`config.mk`:
```
export PLATFORM = sky130hd
export DESIGN_NAME = result_display
export DESIGN_NICKNAME = d
export VERILOG_FILES = /design/src/rtl/pkg_mult.sv /design/src/rtl/bcd_to_seg.sv /design/src/rtl/result_display.sv
export SDC_FILE = /design/constraint.sdc
export NUM_CORES = 1
export LEC_CHECK = 0
export ABC_AREA = 1
export BUFFER_PORTS_ARGS = -buffer_cell sky130_fd_sc_hd__buf_2
export CAP_MARGIN = 20
export CELL_PAD_IN_SITES_DETAIL_PLACEMENT = 0
export CELL_PAD_IN_SITES_GLOBAL_PLACEMENT = 1
export CORE_AREA = 5 5 124 126
export DETAILED_ROUTE_END_ITERATION = 10
export DIE_AREA = 0 0 129 131
export PLACE_DENSITY_LB_ADDON = 0.1
export SLEW_MARGIN = 20
export SYNTH_ARGS = -nofsm -noshare
export SYNTH_HDL_FRONTEND = slang
export SYNTH_SLANG_ARGS = --single-unit
```
`constraint.sdc`:
```
create_clock -name i_clk -period 2.44 [get_ports i_clk]
set_input_delay 0.122 -clock i_clk [delete_from_list [all_inputs] [get_ports i_clk]]
set_output_delay 0.122 -clock i_clk [all_outputs]
set_load 0.01 [all_outputs]
```
`src/rtl/pkg_mult.sv`:
```
// Shared types and constants for the multiplier datapath and its result display.
package pkg_mult;

  localparam int MULT_DW = 8;

  typedef logic [2*MULT_DW-1:0] product_t;
  typedef logic [3:0]           bcd_t;
  typedef logic [6:0]           seg_t;

  typedef enum logic [1:0] {
    IDLE,
    SHIFT,
    DONE
  } disp_state_t;

  localparam seg_t SEG_BLANK = 7'h7F;
  localparam seg_t SEG_ZERO  = 7'h40;

endpackage

```
`src/rtl/bcd_to_seg.sv`:
```
// One BCD digit to an active-low gfedcba seven-segment pattern.
module bcd_to_seg
  import pkg_mult::*;
(
  input  bcd_t i_bcd,
  output seg_t o_seg
);

  always_comb begin
    o_seg = SEG_BLANK;
    case (i_bcd)
      4'd0:    o_seg = 7'h40;
      4'd1:    o_seg = 7'h79;
      4'd2:    o_seg = 7'h24;
      4'd3:    o_seg = 7'h30;
      4'd4:    o_seg = 7'h19;
      4'd5:    o_seg = 7'h12;
      4'd6:    o_seg = 7'h02;
      4'd7:    o_seg = 7'h78;
      4'd8:    o_seg = 7'h00;
      4'd9:    o_seg = 7'h10;
      default: o_seg = SEG_BLANK;
    endcase
  end

endmodule

```
`src/rtl/result_display.sv`:
```
// Converts the multiplier product to BCD by sequential double-dabble (one bit per
// clock) and drives leading-zero-blanked active-low seven-segment digits.
module result_display
  import pkg_mult::*;
#(
  parameter int DW = 8,
  parameter int ND = 5
)(
  input  logic              i_clk,
  input  logic              i_rst,
  input  logic              i_valid,
  input  logic [2*DW-1:0]   i_product,
  output logic              o_ready,
  output logic              o_done,
  output logic [4*ND-1:0]   o_bcd,
  output logic [7*ND-1:0]   o_seg
);

  localparam int PW = 2*DW;
  localparam int CW = $clog2(PW+1);

  disp_state_t     r_state;
  logic [PW-1:0]   r_sr;
  logic [4*ND-1:0] r_acc;
  logic [CW-1:0]   r_cnt;
  logic            r_ready;
  logic            r_done;
  logic [4*ND-1:0] r_bcd;
  logic [7*ND-1:0] r_seg;

  logic [4*ND-1:0] w_acc_adj;
  logic [7*ND-1:0] w_seg_raw;
  logic [7*ND-1:0] w_seg;

  // 5..9 + 3 lands in 8..12, so a 4-bit add never overflows for legal digits.
  function automatic bcd_t add3(input bcd_t d);
    return (d >= 4'd5) ? bcd_t'(d + 4'd3) : d;
  endfunction

  always_comb begin
    w_acc_adj = '0;
    for (int k = 0; k < ND; k++) begin
      w_acc_adj[4*k +: 4] = add3(r_acc[4*k +: 4]);
    end
  end

  for (genvar g = 0; g < ND; g++) begin : g_dig
    bcd_to_seg u_enc (
      .i_bcd (r_acc[4*g +: 4]),
      .o_seg (w_seg_raw[7*g +: 7])
    );
  end

  // Walk down from the top digit; a digit blanks while everything above it is zero.
  always_comb begin
    logic hi_zero;
    w_seg   = w_seg_raw;
    hi_zero = 1'b1;
    for (int k = ND-1; k >= 1; k--) begin
      hi_zero = hi_zero && (r_acc[4*k +: 4] == 4'd0);
      if (hi_zero) w_seg[7*k +: 7] = SEG_BLANK;
    end
  end

  always_ff @(posedge i_clk) begin
    if (i_rst) begin
      r_state <= IDLE;
      r_sr    <= '0;
      r_acc   <= '0;
      r_cnt   <= '0;
      r_ready <= 1'b1;
      r_done  <= 1'b0;
      r_bcd   <= '0;
      r_seg   <= {{(ND-1){SEG_BLANK}}, SEG_ZERO};
    end else begin
      r_done <= 1'b0;
      case (r_state)
        IDLE: begin
          if (i_valid) begin
            r_sr    <= i_product;
            r_acc   <= '0;
            r_cnt   <= CW'(PW);
            r_ready <= 1'b0;
            r_state <= SHIFT;
          end
        end
        SHIFT: begin
          r_acc <= {w_acc_adj[4*ND-2:0], r_sr[PW-1]};
          r_sr  <= {r_sr[PW-2:0], 1'b0};
          r_cnt <= r_cnt - 1'b1;
          if (r_cnt == CW'(1)) r_state <= DONE;
        end
        DONE: begin
          r_bcd   <= r_acc;
          r_seg   <= w_seg;
          r_done  <= 1'b1;
          r_ready <= 1'b1;
          r_state <= IDLE;
        end
        default: begin
          r_ready <= 1'b1;
          r_state <= IDLE;
        end
      endcase
    end
  end

  assign o_ready = r_ready;
  assign o_done  = r_done;
  assign o_bcd   = r_bcd;
  assign o_seg   = r_seg;

endmodule

```
Word level (Yosys, flattened, before mapping)
Memories as Yosys holds them, arrays and structs flattened. A register that Yosys moved wholly into a read port is not among the register bits.
Index checks and enable logic that the tools add are counted.
- add/sub/neg operators: 6
- magnitude comparators: 5
- equality and inequality tests: 5
- multiplexer cells: 29
- bitwise logic cells: 1
- reduce and logical (&&, ||, !) cells: 12
- operators with widths (operator ; number):
    $mux W4 ; 12
    $pmux W20 S2 ; 1
    $pmux W16 S2 ; 1
    $mux W7 ; 4
    $ge A4 B3 Y1 const B ; 5
    $mux W20 ; 1
    $add A4 B2 Y4 const B ; 4
    $logic_not A4 Y1 ; 4
    $mux W16 ; 1
    $pmux W5 S2 ; 1
    $reduce_and A2 Y1 ; 3
    $eq A5 B1 Y1 const B ; 1
    $mux W5 ; 1
    $sub A5 B1 Y5 const B ; 1
    $mux W2 ; 2
    $ne A2 B2 Y1 const B ; 2
    $pmux W2 S2 ; 1
    $add A3 B2 Y3 const B ; 1
    $logic_and A1 B1 Y1 ; 3
    $mux W3 ; 1
    $eq A2 B1 Y1 const B ; 1
    $eq A2 B2 Y1 const B ; 1
    $logic_not A2 Y1 ; 1
    $mux W1 ; 2
    other kinds (3) ; 3
- flip-flop bits (word level): 100
- bits in read-only memories: 560
- input bits: 19
- output and inout bits: 57
- word-level logic and storage cells: 71
- memories: 5
- memory list (name ; words ; width ; rd ports ; clocked after Yosys merged registers in ; write ports ; line ; RTL):
    (name not given) ; 16 ; 7 ; 1 ; 1 ; 0 ; bcd_to_seg.sv:11 ; case (i_bcd)
    (name not given) ; 16 ; 7 ; 1 ; 1 ; 0 ; bcd_to_seg.sv:11 ;
    (name not given) ; 16 ; 7 ; 1 ; 1 ; 0 ; bcd_to_seg.sv:11 ;
    (name not given) ; 16 ; 7 ; 1 ; 1 ; 0 ; bcd_to_seg.sv:11 ;
    (name not given) ; 16 ; 7 ; 1 ; 1 ; 0 ; bcd_to_seg.sv:11 ;

Depth between registers and ports, before layout
Gate-level depths: netlist (run 1).
- depth after elaboration: 5
- depth in mapped cells: 15
- mapped depth without buffers: 15

Cells and area by module
From an unflattened synthesis (run 1), not the netlist that was laid out.
- cells, all modules: 777
- area total of the unflattened synthesis: 5305.1 µm²
- modules (own cells, without submodules) (module ; times used ; cells an instance ; area each (µm²) ; sequential area each (µm²)):
    result_display ; 1 ; 602 ; 4366.7 ; 2001.9
    bcd_to_seg ; 5 ; 35 ; 187.7 ; 0.0

Least setup slack after synthesis (run 1)
OpenSTA, ideal clock, no wires.
- kind: register to register
- start: reg r_acc[4]
- end: reg, netlist name g_dig[1].u_enc.o_seg[3]
- setup time: 0.121 ns
- data arrival time: 1.849 ns
- data required time: 2.319 ns
- path slack: 0.470 ns
- cell stages (with the launch flop): 16
- buffers on the path: 0
- period minus slack after synthesis: 1.970 ns
- cell sequence: dfxtp_1 inv_1 ha_1 inv_1 nand2_1 nand3_1 nand2_1 nand3_1 o21ai_0 nand2_1 inv_1 ha_1 nand3_1 nand2_1 nand2_1 nand2_1
- word-level cells in the longest chain between the ends: 5
- elaborated cells between the ends (all ways): 6
- classes of those cells: add/sub: 1; order compare: 1; mux: 4
- ends and longest elaborated chain (element ; line ; RTL):
    start, declared ; result_display.sv:24 ; logic [4*ND-1:0] r_acc;
    start signal, assigned ; result_display.sv:88 ; r_acc <= {w_acc_adj[4*ND-2:0], r_sr[PW-1]};
    $add A4 B2 Y4 or $ge A4 B3 Y1 (tied branches) ; result_display.sv:37 ; return (d >= 4'd5) ? bcd_t'(d + 4'd3) : d;
    $mux W4 ; result_display.sv:37 ;
    $pmux W20 S2 ; result_display.sv:77 ; case (r_state)
    $mux W4 (no source line) (*) (2 in a row) ; n/a ;
Mark *: on every way between the ends. The rest lies on a longest branch, timed or not.
A chain may end at the register's enable or synchronous reset.

Final worst setup path (run 1)
- start: reg r_acc[8]
- end: reg, netlist name g_dig[2].u_enc.o_seg[3]
- word-level cells in the longest chain between the ends: 5
- elaborated cells between the ends (all ways): 6
- classes of those cells: add/sub: 1; order compare: 1; mux: 4
- ends and longest elaborated chain (element ; line):
    $add A4 B2 Y4 or $ge A4 B3 Y1 (tied branches) ; result_display.sv:37
    $mux W4 ; result_display.sv:37
    $pmux W20 S2 ; result_display.sv:77
    $mux W4 (no source line) (*) (2 in a row) ; n/a
Marks and branches as above.

==> results of run 1 <==
==> layout by cell type, fill, tap and decap left out, types with 2 or more instances in the layout <==
master,synthesis,final
o22ai_1,21,21
nor2_4,2,2
nand2_2,8,8
dlygate4sd3_1,0,13
inv_2,7,7
clkbuf_8,0,5
clkbuf_16,0,17
clkinv_4,0,2
o21ai_2,8,8
o21ai_1,1,3
nand3b_1,10,10
nand2_1,233,233
o32ai_1,2,2
nand3_1,50,50
ha_1,39,39
buf_4,2,18
inv_1,72,72
a31oi_1,12,12
nand4_1,11,11
clkinv_2,0,4
nor3_1,4,4
o21ai_0,41,39
a21oi_1,43,43
dfxtp_1,128,128
nor2_1,26,26
buf_2,14,75
a21oi_2,4,4
bufinv_16,0,2
==> layout make-up <==
type                    count  area (um2)
clock buffers              23         498
clock inverters             9         105
fillers                  1393        7060
inverters                  80         300
multi-input cells         525        2790
flip-flops and latches    128        2560
well taps                 184         230
repair buffers            107         661
==> routing by layer <==
layer / vias up / routed length [um] / track usage [%]
met2: 81 / 6100 / 26.1
met1: 2316 / 6640 / 22.0
met3: 19 / 589 / 4.23
li1: 2697 / - / -
met4: 0 / 235 / 6.86
met5: - / 0 / 0
==> worst paths after layout <==
kind | start | end | slack [ps] | cells after the start
setup reg to reg | r_acc[8]$_SDFFE_PP0N_ | g_dig[2].u_enc.o_seg[3]$_DFF_P_ | 190 | 15
hold / removal | i_product[14] | r_sr[14]$_SDFFE_PP0N_ | 30 | 5
hold reg to reg | g_dig[4].u_enc.o_seg[6]$_DFF_P_ | o_seg[34]$_SDFFE_PP1P_ | 440 | 2
setup / recovery | r_acc[8]$_SDFFE_PP0N_ | g_dig[2].u_enc.o_seg[3]$_DFF_P_ | 190 | 15
==> state kept, by name, summed over array words and instances (netlist names), 2 cells and up <==
name and cells:
g_dig.u_enc.o_seg 28, o_bcd 20, o_seg 35, r_acc 20
r_cnt 5, r_sr 16, r_state 2
==> tightest hold or removal path, delay by kind of cell <==
kind | cells | cell delay (ps)
AO/OA/AOI/OAI | 2 | 110
buffers and inverters | 1 | 80
AND/OR/NAND/NOR | 2 | 90
==> power groups by stage <==
stage	combinational [mW]	sequential [mW]	clock, mW
2_1_floorplan	0.163	2.20	0
3_3_place_gp	0.238	2.20	0
3_5_place_dp	0.242	2.20	0
4_1_cts	0.259	2.15	2.60
5_1_grt	0.289	2.16	2.70
6_report	0.255	2.15	2.53
==> cell families (layout without fill, tap and decap cells) <==
group | count (synthesis) | after routing
compound gates | 140 | 140
fa+ha+maj | 39 | 39
buf+inv | 107 | 219
flops | 128 | 128
simple gates | 346 | 346
==> repair_timing <==
| item | CTS | global route |
|---|---|---|
| gates resized for setup | 0 | 2 |
| endpoints found under the setup margin | 0 | 9 |
| hold buffers | 13 | 0 |
| endpoints found under the hold margin | 13 | 0 |
| buffers inserted | 0 | 5 |
==> stage by stage <==
| step | worst slack (ps) | hold WS [ps] | total power, mW |
|---|---|---|---|
| 2_1_floorplan | 470 | 203 | 2.36 |
| 6_report | 193 | 31.5 | 4.94 |
| 3_5_place_dp | 138 | 389 | 2.44 |
| 3_3_place_gp | 204 | 382 | 2.43 |
| 5_1_grt | 5.87 | 57.8 | 5.15 |
| 4_1_cts | 91.7 | 9.50 | 5.01 |
==> results.ini, run 1 <==
[drt]
wire_per_inst_um = 12.8
vias = 5113
route.detailed.drc = 0
wl_mm = 13.6
via_per_inst = 4.84
dr.pass1.iters = 4
first_iter_violations = 223
ant_nets = 0

[cts]
numCtsBuffers = 17
clk_pin_slew_ps = 60
insertion_delay_ps = 410
htreeDepth = 4
cts.sinks = 128
cts_root_buf = clkbuf_16
cts_tree = built
cts.path.max_buffers = 2

[pwr]
power.switching_mw = 1.08
leakage_nw = 3.34
combPwrFrac_pct = 5.2
p_per_area_mw_per_mm2 = 692
clkPwrFrac_pct = 51.2
internal_power_mw = 3.86
seqPwrFrac_pct = 43.6
swShare_pct = 21.9
ir_drop_v = 0.000421

[yosys]
yosys.area_share.simple_pct = 25.5
synth_top_family_by_area = simple AND/OR/NAND/NOR gates
yosysSeqAreaShare_pct = 44.3
synthTopCellsByCount = 233 x nand2_1, 128 x dfxtp_1, 72 x inv_1, 50 x nand3_1, 43 x a21oi_1
synthMuxAreaShare_pct = 0
synthCells = 760
yosys.area.top_type = dfxtp_1
synth-compound-area-share_pct = 14.2
synth.most_common_cell = nand2_1
ys_warn_count = 0
yosys.area_share.adder_pct = 8.43
syn_nets = 818
yosys.area.top_type_share_pct = 44.3
synth_edf_count = 0
synth_seq_cells = 128
syn_area_per_cell_um2 = 7.62
ys_async_sr_fraction_pct = 0
synth_xor_area_share_pct = 0
synth-main-ff-cell = dfxtp_1
synth_cell_types = 36
syn_area_mm2 = 0.00579
synth_area_leaders = dfxtp_1 44%, nand2_1 15%, ha_1 8.4%, inv_1 4.7%, nand3_1 4.3%

[die]
io_pins = 76
start_util_pct = 40.8
core_mm2 = 0.0142
dieHeight_um = 131
die_w_um = 129
die-area_mm2 = 0.0169
rows = 44

[timing]
clock.fmax_mhz = 445
rsz0062_at_grt = no
slew_violations = 0
relSlewSlack_pct = 65.0
min_period_ps = 2250
hold_viol = 0
post-route-period-util_pct = 92.1
worst_pin_slew_ps = 521
finalSetupViolations = 0
tns_ps = 0
skew_ps = 6.82

[final_layout]
fin_util_pct = 50.3
diodes = 0
fin_area_mm2 = 0.00714
fin_nets = 917
syn2layout_area_growth_pct = 23.4
final_layout_size_suffix_gt1_share_pct = 18.0
final_cells = 1056

[worst_setup_path]
crit_chain = inv_1 -> ha_1 -> inv_1 -> nand2_1 -> nand3_1 -> nand2_1 -> nand3_1 -> nand2_1 -> nand2_1 -> inv_1 -> ha_1 -> nand3_1 -> nand2_1 -> nand2_1 -> nand2_1
arrival_ps = 2540
crit_slowest_cell = dfxtp_1
critPathKind = reg2reg
required_ps = 2740
startpoint_type = register
timing.critical_path.mode_cell = nand2_1
crit_buf_inv = 3
cpPeakStageDelay_ps = 440
cp_max_fo = 5
endpoint_kind = register
critPathTopFamily = simple AND/OR/NAND/NOR gates

[flow_run]
drv_cap = 0

[grt]
grt_pass1_vias = 4810
grt_pass1_wl_mm = 22.7
grt.overflow.total = 0
antenna_found_initial = 0
grt_max_degree = 35
grt_usage_pct = 16.7

[placement]
placed_area_mm2 = 0.00637
dp.cells = 1006
place_congestion = 0.854
io_buffers = 75
hpwl_mm = 9.64

[worst_hold_path]
min_path_type = in2reg

[status]
status = finished clean

Power figures use the tool's default switching activity.
==> run 2: changes to the inputs <==
--- a/config.mk
+++ b/config.mk
@@ -5,14 +5,13 @@
 export SDC_FILE = /design/constraint.sdc
 export NUM_CORES = 1
 export LEC_CHECK = 0
-export ABC_AREA = 1
-export BUFFER_PORTS_ARGS = -buffer_cell sky130_fd_sc_hd__buf_2
 export CAP_MARGIN = 20
 export CELL_PAD_IN_SITES_DETAIL_PLACEMENT = 0
 export CELL_PAD_IN_SITES_GLOBAL_PLACEMENT = 1
-export CORE_AREA = 5 5 124 126
+export CORE_AREA = 5 5 123 125
 export DETAILED_ROUTE_END_ITERATION = 10
-export DIE_AREA = 0 0 129 131
+export DIE_AREA = 0 0 128 130
+export DONT_BUFFER_PORTS = 1
 export PLACE_DENSITY_LB_ADDON = 0.1
 export SLEW_MARGIN = 20
 export SYNTH_ARGS = -nofsm -noshare
==> constraint.sdc (replaced) <==
create_clock -name i_clk -period 2.4 [get_ports i_clk]
set_input_delay 0.12 -clock i_clk [delete_from_list [all_inputs] [get_ports i_clk]]
set_output_delay 0.12 -clock i_clk [all_outputs]
set_load 0.01 [all_outputs]
==> results.ini, run 2 <==
[status]
status = finished clean

[grt]
grt_usage_pct = 18.4
grt_pass1_wl_mm = 24.7
grt_pass1_vias = 5069
grt_max_degree = 90
antenna_found_initial = 0
grt.overflow.total = 0

[drt]
first_iter_violations = 278
dr.pass1.iters = 5
route.detailed.drc = 0
via_per_inst = 5.60
wire_per_inst_um = 16.3
wl_mm = 15.2
ant_nets = 0
vias = 5201

[yosys]
yosys.area_share.adder_pct = 8.05
synth_cell_types = 67
synth_top_family_by_area = compound AO/OA/AOI/OAI gates
synthMuxAreaShare_pct = 0.495
synthTopCellsByCount = 128 x dfxtp_1, 112 x nand2_1, 55 x nor2_1, 44 x a21oi_1, 39 x ha_1
yosys.area.top_type = dfxtp_1
yosys.area.top_type_share_pct = 42.3
synthCells = 706
synth-compound-area-share_pct = 23.3
synth_area_leaders = dfxtp_1 42%, ha_1 8.0%, nand2_1 6.9%, a21oi_1 3.6%, nor2_1 3.4%
ys_warn_count = 0
syn_area_mm2 = 0.00606
synth.most_common_cell = dfxtp_1
yosysSeqAreaShare_pct = 42.3
syn_nets = 764
synth-main-ff-cell = dfxtp_1
synth_xor_area_share_pct = 0.433
synth_seq_cells = 128
syn_area_per_cell_um2 = 8.59
synth_edf_count = 0
yosys.area_share.simple_pct = 19.7
ys_async_sr_fraction_pct = 0

[cts]
cts.path.max_buffers = 2
htreeDepth = 4
cts.sinks = 128
cts_tree = built
cts_root_buf = clkbuf_16
clk_pin_slew_ps = 60
numCtsBuffers = 17
insertion_delay_ps = 420

[die]
start_util_pct = 44.0
die_w_um = 128
dieHeight_um = 130
io_pins = 76
die-area_mm2 = 0.0166
rows = 43
core_mm2 = 0.0138

[final_layout]
final_common_cell = dfxtp_1
fin_nets = 793
final_layout_size_suffix_gt1_share_pct = 15.9
largest_register_ff_count = 35
diodes = 0
final_cell_mix = 125 x dfxtp_1, 112 x nand2_1, 55 x nor2_1
syn2layout_area_growth_pct = 21.0

[timing]
worst_pin_slew_ps = 608
hold_viol = 0
relSlewSlack_pct = 58.9
clock.fmax_mhz = 436
post-route-period-util_pct = 95.5
min_period_ps = 2290
tns_ps = 0
slew_violations = 0
finalSetupViolations = 0
hold_slack_ps = 9.44
skew_ps = 11.6

[worst_setup_path]
required_ps = 2680
endpoint_kind = register
startpoint_type = register
critPathKind = reg2reg
cp_max_fo = 5
arrival_ps = 2570

[pwr]
p_per_area_mw_per_mm2 = 699
power_mw = 5.13
leakage_nw = 2.80
ir_drop_v = 0.000458

[placement]
hpwl_mm = 10.1
place_congestion = 0.837
io_buffers = 0

[worst_hold_path]
min_path_type = in2reg

[flow_run]
drv_cap = 0

## run 2: cell types whose count changed after synthesis, moves of 9 or more
cell      before  now
nand2_1      233  112
nand3_1       50    9
inv_1         72   32
nor2_1        26   55
clkbuf_1       6   31
a311oi_1       0   21
nand2b_1       0   17
and2_1         0   11
o21ai_0       41   30
nand3b_1      10    1
nor3_1         4   13
## run 2: worst paths after layout
path / from / to / slack, ps / cells after the start
worst max register to register: r_acc[9]$_SDFFE_PP0N_ / g_dig[2].u_enc.o_seg[3]$_DFF_P_ / 110 / 10
worst min-delay path: i_rst / g_dig[3].u_enc.o_seg[0]$_DFF_P_ / 9 / 2
worst min register to register: g_dig[1].u_enc.o_seg[0]$_DFF_P_ / o_seg[7]$_SDFFE_PP1P_ / 440 / 2
worst max-delay path: r_acc[9]$_SDFFE_PP0N_ / g_dig[2].u_enc.o_seg[3]$_DFF_P_ / 110 / 10
## run 2: report_power, final
group / switching [mW] / total (mW) / internal, mW
combinational: 0.169 / 0.288 / 0.120
sequential: 0.0272 / 2.19 / 2.16
clock: 0.966 / 2.65 / 1.69
## run 2: kinds of logic after synthesis
| kind of cell | Yosys count |
|---|---|
| AOI/OAI and AO/OA | 199 |
| and+or+nand+nor | 250 |
| buffers and inverters | 84 |
| DFF | 128 |
| muxes | 3 |
| xor gates and xnor gates | 3 |
| adders and majority gates | 39 |
## run 2: layer usage
layer | routed length, um | GRT usage [%] | part of all wire (%)
met1 | 6460 | 21.4 | 43
met2 | 7700 | 32.3 | 51
met3 | 664 | 5.12 | 4.4
met4 | 334 | 7.12 | 2.2
met5 | 0 | 0 | 0
## run 2: through the flow
stage | util (%) | area, um2 | worst slack [ps] | std cells
floorplan | - | 6070 | 17.6 | 706
global placement | 46.5 | 6400 | 31.0 | 876
detailed placement | 46.5 | 6400 | -25.1 | 876
CTS | 52.4 | 7220 | 5.45 | 925
global route | 53.3 | 7340 | -8.45 | 928
finish | 53.3 | 7340 | 108 | 928
## run 2: what timing repair did
| action | in CTS | in global routing |
|---|---|---|
| endpoints found under the setup margin | 4 | 22 |
| hold buffers | 17 | 1 |
| pin swaps | 0 | 9 |
| gates resized for setup | 2 | 26 |
| endpoints found under the hold margin | 92 | 1 |
| buffers inserted | 0 | 2 |
## run 2: final cells by class
| type | count | area, um2 |
|---|---|---|
| Tap cell | 180 | 225 |
| Timing Repair Buffer | 62 | 541 |
| Clock inverter | 13 | 161 |
| Multi-Input combinational cell | 494 | 3270 |
| Clock buffer | 19 | 453 |
| Fill cell | 1330 | 6440 |
| Sequential cell | 128 | 2570 |
| Inverter | 32 | 120 |
## run 2: critical path: stages, from the launching register on
cell      delay [ps]
dfxtp_1          340
inv_2             60
ha_1             170
nand2b_4         150
a2111o_1         410
a31oi_2          170
inv_1             70
ha_1             220
nand3b_1         170
o32ai_2          300
a311oi_1          80
